## src/rtl/program_counter.sv

```systemverilog
// rtl/program_counter.sv - architectural PC register for the single-cycle RV32 core
//
// Holds the fetch address driven to instruction memory and loads the
// externally computed next PC on every enabled rising edge.
//
// Ports:
//   clk        rising-edge clock
//   reset      asynchronous active-low reset (0 = asserted), released on the next edge
//   en         load enable: 1 = load nextPC, 0 = hold (stall)
//   nextPC     next fetch address computed by the core
//   currentPC  registered fetch address
//   pcPlus4    combinational currentPC + 4, wraps modulo 2^WIDTH
//   pcValid    registered; high once a non-reset address has been loaded
//   misaligned registered; raw nextPC[1:0] of the last accepted load was non-zero

module program_counter #(
  parameter int               WIDTH        = 32,
  parameter logic [WIDTH-1:0] RESET_VECTOR = '0,
  parameter bit               FORCE_ALIGN  = 1'b1
) (
  input  logic             clk,
  input  logic             reset,
  input  logic             en,
  input  logic [WIDTH-1:0] nextPC,
  output logic [WIDTH-1:0] currentPC,
  output logic [WIDTH-1:0] pcPlus4,
  output logic             pcValid,
  output logic             misaligned
);

  logic [WIDTH-1:0] load_value;
  logic             load_misaligned;

  // The misaligned flag always reflects the raw target, even when the low
  // bits are stripped before the load, so the exception path can still see
  // that software asked for an unaligned address.
  assign load_misaligned = (nextPC[1:0] != 2'b00);

  generate
    if (FORCE_ALIGN) begin : g_align
      assign load_value = {nextPC[WIDTH-1:2], 2'b00};
    end else begin : g_raw
      assign load_value = nextPC;
    end
  endgenerate

  always_ff @(posedge clk or negedge reset) begin
    if (!reset) begin
      currentPC  <= RESET_VECTOR;
      pcValid    <= 1'b0;
      misaligned <= 1'b0;
    end else if (en) begin
      currentPC  <= load_value;
      pcValid    <= 1'b1;
      misaligned <= load_misaligned;
    end
  end

  // Natural truncation to WIDTH bits gives the modulo-2^WIDTH wrap.
  assign pcPlus4 = currentPC + WIDTH'(4);

endmodule

```

## config.mk

```make
export PLATFORM = sky130hd
export DESIGN_NAME = program_counter
export DESIGN_NICKNAME = d
export VERILOG_FILES = /design/src/rtl/program_counter.sv
export SDC_FILE = /design/constraint.sdc
export NUM_CORES = 1
export LEC_CHECK = 0
export CORE_AREA = 2 2 69 85
export CTS_CLUSTER_SIZE = 14
export DETAILED_ROUTE_END_ITERATION = 12
export DIE_AREA = 0 0 71 87
export HOLD_SLACK_MARGIN = 0.08
export PLACE_DENSITY = 0.85
export SLEW_MARGIN = 5
export SYNTH_ARGS = -nofsm -noshare
export SYNTH_HDL_FRONTEND = slang
export SYNTH_SLANG_ARGS = --single-unit
```

## constraint.sdc

```tcl
create_clock -name clk -period 1.7 [get_ports clk]
set_clock_uncertainty 0.1 [all_clocks]
set_input_delay 0.17 -clock clk [delete_from_list [all_inputs] [get_ports clk]]
set_output_delay 0.17 -clock clk [all_outputs]
set_load 0.05 [all_outputs]
```

==> impl_metrics.csv, run 1 <==
group,metric,value,unit
finish,nFillCells,248,
placement,dpl_cell_area,3920,um2
finish,multi_input_area,1680,um2
worst_setup_path,worstRegToRegCells,3,
worst_setup_path,cpPeakStageDelay,390,ps
outcome,violations,"setup timing",
die,die_h,87,um
finish,seqCellArea,832,um2
worst_setup_path,regToRegStartpoint,"currentPC[9]$_DFFE_PN0P_",
synth,netlist_area,1770,um2
sta,drv_slew,0,
routing,dr_wl_met3,441,um
sta,max_freq,0.438,GHz
clock_tree,numCtsBuffers,5,
finish,drive_gt1_share,76.7,%
worst_setup_path,cp_max_fo,6,
grt,grt-ovfl-total,0,
worst_setup_path,worst-setup-path-type,"reg -> out",
finish,fin_area,4470,um2
placement,place_ws,-278,ps
grt,antenna_found_initial,0,
routing,first_pass_iters,6,
synth,ys_seq_area_share,45.3,%
routing,wl_met2,4660,um
finish,final_nets,352,
routing,routed.top_layer,"met4",
placement,gp_congestion,0.850,
sta,hold_viol,0,
worst_hold_path,hold_path_class,"in -> async",
synth,synth_area_leaders,"dfrtp_1, mux2_2, xnor2_1",
sta,rsz0062_at_grt,"true",
pwr,p_comb_share,55.7,%
synth,synth_edf_count,0,
grt,grt_util_all_layers,26.8,%
placement,post-dp-hpwl,5040,um
finish,antenna_cells,0,
placement,post-place-cells,354,
grt,grt_pass1_wl,12300,um
synth,synth_top_area_cell,"dfrtp_1",
clock_tree,clkSlewWorstSetupHoldPaths,70,ps
clock_tree,clockRootBuffer,"clkbuf_8",
worst_setup_path,r2r_end,"currentPC[9]$_DFFE_PN0P_",
pwr,p_int,0.00203,W
worst_setup_path,cp-start-kind,"flop",
die,io_pins,101,
worst_setup_path,arrival,2010,ps
synth,yosys_warnings,0,
worst_setup_path,rrSetupSlack,410,ps
grt,grt_pass1_vias,2155,
sta,finalCriticalPeriod,2280,ps
clock_tree,clock_path_buffers,2,
die,die_area,6180,um2
synth,synth_top_area_share,45.3,%
worst_setup_path,cp_top_family,"simple AND/OR/NAND/NOR gates",
routing,drc,0,
die,die_w,71,um
pwr,clkPwrFrac,17.6,%
placement,io_buffers,96,
worst_setup_path,crit_slowest_cell,"dfrtp_2",
pwr,max-vdd-ir-drop,0.603,mV
finish,instances_no_fill,381,
routing,wirelength,8450,um
flow_run,drv_cap,0,
worst_setup_path,crit_buf_inv,2,
routing,wl_met1,3040,um
clock_tree,clock_sinks,32,
worst_setup_path,cp.required,1430,ps
sta,fin_crit_sh,134,%
worst_setup_path,cp_cell_sequence,"buf_4, and3_1, nand4_1, xnor2_4, buf_12",
sta,finalWorstSetupSlack,-584,ps
synth,synthCells,155,
clock_tree,cts_tree,"done",
routing,vias,1934,
pwr,p_leak,1.92,nW
pwr,p_sw,0.00140,W
grt,grt_max_degree,35,
synth,synthFlopType,"dfrtp_1",
routing,wl_per_cell,22.2,um
sta,setup_viol,27,
die,core_area,5440,um2
worst_setup_path,setup.worst_path.end_class,"output port",
routing,drtAntennaViolNets,0,
die,initial_core_util,32.5,%
routing,drt_iter0_drc,126,
routing,drt-vias-per-instance,5.08,
pwr,power_density,766,nW/um2
clock_tree,htreeDepth,2,
finish,syn2layout_area_growth,153,%
pwr,power_frac_seq,26.7,%
synth,syn_avg_cell_area,11.4,um2
pwr,swShare,40.9,%
synth,synth_cell_types,24,
die,placementRows,30,
clock_tree,hold_buffers,0,
synth,synthArstFlopShare,100,%
outcome,outcome,"complete, but fails checks",
synth,ys_ff_latch,32,
clock_tree,clk_latency,280,ps
==> registers in the layout, summed over array words and instances (netlist names) <==
| register | count |
|---|---|
| currentPC | 30 |
| misaligned | 1 |
| pcValid | 1 |
==> metrics by stage <==
stage          setup TNS, ps  power [W]  hold slack, ps  utilization (%)
2_1_floorplan         -10720    0.00189            -226                -
3_3_place_gp           -2690    0.00265             359             72.0
5_1_grt               -13030    0.00354             252             82.2
4_1_cts                -9520    0.00335             235             79.4
3_5_place_dp           -3640    0.00269             387             72.0
6_report              -11110    0.00343             235             82.2
==> cells in the mapped netlist (2+ instances only) <==
cell type / number
inv_1: 2
xnor2_1: 20
nand2_1: 9
nand3_1: 12
nor4_4: 2
xor2_1: 8
nand4_1: 7
dfrtp_1: 32
and4_1: 2
or2_1: 2
mux2_2: 29
clkbuf_1: 5
buf_4: 4
nor2_1: 7
nor3_1: 3
and3_1: 3
==> power by group through the flow <==
stage                     clock network [W]  registers, W  logic [W]
after floorplan                           0       0.00127   0.000615
after global placement                    0      0.000911    0.00174
after detailed placement                  0      0.000920    0.00177
after CTS                          0.000602      0.000905    0.00184
after global routing               0.000652      0.000920    0.00197
final                              0.000604      0.000913    0.00191
==> placed cells by master (no fill, tap or decap), types with 9 or more instances in the layout <==
| cell | synthesis | routed |
|---|---|---|
| buf_12 | 0 | 35 |
| buf_4 | 4 | 76 |
| buf_6 | 0 | 14 |
| clkdlybuf4s50_1 | 0 | 34 |
| dfrtp_1 | 32 | 9 |
| dfrtp_2 | 0 | 22 |
| mux2_2 | 29 | 29 |
| nand3_4 | 0 | 10 |
| xnor2_4 | 0 | 20 |
==> area by class of cell <==
| cell class | count | share of cell area, % |
|---|---|---|
| Timing Repair Buffer | 160 | 39.9 |
| Clock buffer | 8 | 2.01 |
| Sequential cell | 32 | 18.6 |
| Multi-Input combinational cell | 115 | 37.6 |
| Tap cell | 64 | 1.79 |
| Inverter | 2 | 0.168 |
==> metal layers <==
metal	GRT usage (%)	vias up
met2	50.5	91
met1	30.5	968
met3	3.70	18
met4	10.3	0
met5	0	-
li1	-	857
==> cells by family (layout without fill, tap and decap cells) <==
kind of cell / count (synthesis) / in the layout / share of synthesized area, %
buffers and inverters: 11 / 170 / 3.18
AND/OR/NAND/NOR: 51 / 51 / 17.8
adder cells (fa/ha/maj): 1 / 1 / 0.707
AO/OA/AOI/OAI: 2 / 2 / 0.565
multiplexers: 29 / 29 / 18.5
XOR/XNOR: 28 / 28 / 13.9
flip-flops: 32 / 32 / 45.3
other: 1 / 4 / 0.212
==> how the worst max path moves through the flow <==
stage / slack, ps / endpoint / depth (start not counted) / start
4_1_cts: -490 / pcPlus4[31] / 6 / currentPC[2]$_DFFE_PN0P_
5_1_grt: -640 / pcPlus4[21] / 5 / currentPC[16]$_DFFE_PN0P_
6_report: -580 / pcPlus4[21] / 5 / currentPC[16]$_DFFE_PN0P_
3_3_place_gp: -230 / pcPlus4[28] / 7 / currentPC[3]$_DFFE_PN0P_
2_1_floorplan: -610 / pcPlus4[28] / 5 / currentPC[3]$_DFFE_PN0P_
3_5_place_dp: -280 / pcPlus4[31] / 6 / currentPC[3]$_DFFE_PN0P_
==> what timing repair did <==
item | in CTS | in global routing
endpoints found under the setup margin | 27 | 28
resized for setup | 36 | 22
setup buffers | 14 | 10
pin swaps | 26 | 21
(Power assumes the default switching activity.)
==> run 2: changes to the inputs <==
Settings changed: PLACE_DENSITY 0.85 to 0.83, SETUP_SLACK_MARGIN set to 0.15.
==> run 2 against run 1 <==
The flow still finishes with violations (setup timing). Total power fell by 0.20%. Final cell count rose by 1.6%. Cell area rose by 1.9%. Die area did not move. Sequential cell count did not move. Worst setup slack improved by 55 ps. Critical path type unchanged. Largest power group unchanged. Largest cell class unchanged. Critical endpoint is now pcPlus4[30].
==> impl_metrics.csv, run 2 (same netlist as run 1, synthesis figures left out) <==
group,metric,value,unit
finish,final_nets,358,
pwr,p_leak,1.98,nW
pwr,p_int,0.00205,W
sta,max_freq,0.449,GHz
pwr,p_comb_share,56.1,%
clock_tree,cts_tree,"done",
routing,drtAntennaViolNets,0,
clock_tree,clockRootBuffer,"clkbuf_8",
grt,grt_max_degree,35,
die,placementRows,30,
die,io_pins,101,
die,die_area,6180,um2
die,initial_core_util,32.5,%
pwr,max-vdd-ir-drop,0.594,mV
worst_setup_path,arrival,1960,ps
sta,rsz0062_at_grt,"true",
pwr,clkPwrFrac,17.2,%
grt,grt-ovfl-total,0,
die,die_w,71,um
finish,syn2layout_area_growth,158,%
pwr,finalPower,0.00342,W
routing,first_pass_iters,4,
die,die_h,87,um
worst_setup_path,setup.worst_path.end_class,"output port",
finish,max_flop_register,"currentPC",
routing,drt_iter0_drc,55,
pwr,power_density,750,nW/um2
sta,setup_viol,29,
routing,wl_per_cell,18.9,um
grt,grt_pass1_vias,2021,
grt,antenna_found_initial,0,
worst_setup_path,cp-start-kind,"flop",
pwr,swShare,39.9,%
worst_setup_path,cp_max_fo,5,
clock_tree,clk_latency,270,ps
sta,drv_slew,0,
routing,drc,0,
finish,largestRegisters,"currentPC (30), misaligned (1), pcValid (1)",
worst_setup_path,cp.required,1430,ps
clock_tree,clock_path_buffers,2,
sta,finalWorstSetupSlack,-528,ps
routing,drt-vias-per-instance,4.89,
clock_tree,htreeDepth,2,
placement,dpl_cell_area,3930,um2
placement,post-dp-hpwl,4550,um
pwr,p_sw,0.00136,W
finish,fin_area,4560,um2
finish,final_util,83.7,%
sta,fin_crit_sh,131,%
finish,nFillCells,257,
placement,io_buffers,96,
sta,finalCriticalPeriod,2230,ps
clock_tree,clock_sinks,32,
finish,antenna_cells,0,
die,core_area,5440,um2
finish,drive_gt1_share,77.4,%
clock_tree,clkSlewWorstSetupHoldPaths,60,ps
clock_tree,numCtsBuffers,5,
pwr,power_frac_seq,26.7,%
routing,wirelength,7320,um
finish,layout_commonest_cell,"buf_4",
finish,largest_reg_flops,30,
sta,hold_viol,0,
outcome,violations,"setup timing",
sta,holdWs,206,ps
routing,vias,1894,
grt,grt_util_all_layers,21.9,%
flow_run,drv_cap,0,
finish,final_cell_mix,"buf_4, buf_12, clkdlybuf4s50_1",
worst_hold_path,hold_path_class,"in -> async",
outcome,outcome,"complete, but fails checks",
grt,grt_pass1_wl,10500,um
placement,place_ws,-293,ps
placement,gp_congestion,0.806,
worst_setup_path,worst-setup-path-type,"reg -> out",
[run 2: cell count changes in the layout (fill, tap and decap cells not counted), sizes merged]
cell and delta:
buf +5, clkbuf +1
[run 2: power groups by stage]
| stage | registers (W) | clock network [W] | logic (W) |
|---|---|---|---|
| 2_1_floorplan | 0.00127 | 0 | 0.000615 |
| 3_3_place_gp | 0.000912 | 0 | 0.00174 |
| 3_5_place_dp | 0.000918 | 0 | 0.00176 |
| 4_1_cts | 0.000902 | 0.000597 | 0.00187 |
| 5_1_grt | 0.000918 | 0.000652 | 0.00198 |
| 6_report | 0.000911 | 0.000589 | 0.00192 |
[run 2: repair_timing]
action / in CTS / in global routing
pin swaps: 34 / 16
resized for setup: 46 / 21
endpoints found under the setup margin: 28 / 30
setup buffers: 16 / 10
hold buffers: 0 / 0
[run 2: metrics by stage]
step	setup TNS, ps	cells
floorplan	-10720	158
global placement	-2760	353
detailed placement	-3660	353
CTS	-9140	377
global route	-13450	387
finish	-10770	387
[run 2: routing by layer]
metal / part of all wire (%) / global-route usage [%] / vias to the layer above
met5: 0 / 0 / -
met4: 2.5 / 8.06 / 0
met3: 3.4 / 3.47 / 14
met2: 55 / 41.0 / 65
met1: 39 / 24.9 / 954
li1: - / - / 861
[run 2: area by class of cell]
type	instances	area, um2	share of cell area [%]
sequential	32	832	18.3
timing repair buffer	166	1880	41.2
clock buffer	8	90.1	1.98
multi-input combinational	115	1670	36.6
inverter	2	10.0	0.220
tap	64	80.1	1.76
[run 2: critical path, cell delays in order, from the launching register on]
cell and delay [ps]:
dfrtp_2 370, buf_6 110, ha_4 150, nand3_4 100, nor4_4 150, buf_6 160, buf_4 130, buf_4 110
nand3_4 90, xnor2_4 170, buf_12 150
[run 2: path summary, 6_finish.rpt]
| check | endpoint | slack, ps | cells past startpoint | start |
|---|---|---|---|---|
| setup / recovery | pcPlus4[30] | -530 | 10 | currentPC[2]$_DFFE_PN0P_ |
| hold / removal | currentPC[6]$_DFFE_PN0P_ | 210 | 2 | reset |
| setup reg to reg | currentPC[2]$_DFFE_PN0P_ | 200 | 8 | currentPC[2]$_DFFE_PN0P_ |
| hold reg to reg | pcValid$_DFFE_PN0P_ | 390 | 1 | pcValid$_DFFE_PN0P_ |
| max in group asynchronous | currentPC[9]$_DFFE_PN0P_ | 960 | 2 | reset |
| min in group clk | misaligned$_DFFE_PN0P_ | 390 | 3 | nextPC[0] |
==> run 3: changes to the inputs <==
Settings changed: CTS_CLUSTER_SIZE 14 to unset, SLEW_MARGIN 5 to 0.
==> results of run 3 <==
Final layout, timing and power as in run 2 (identical DEF).
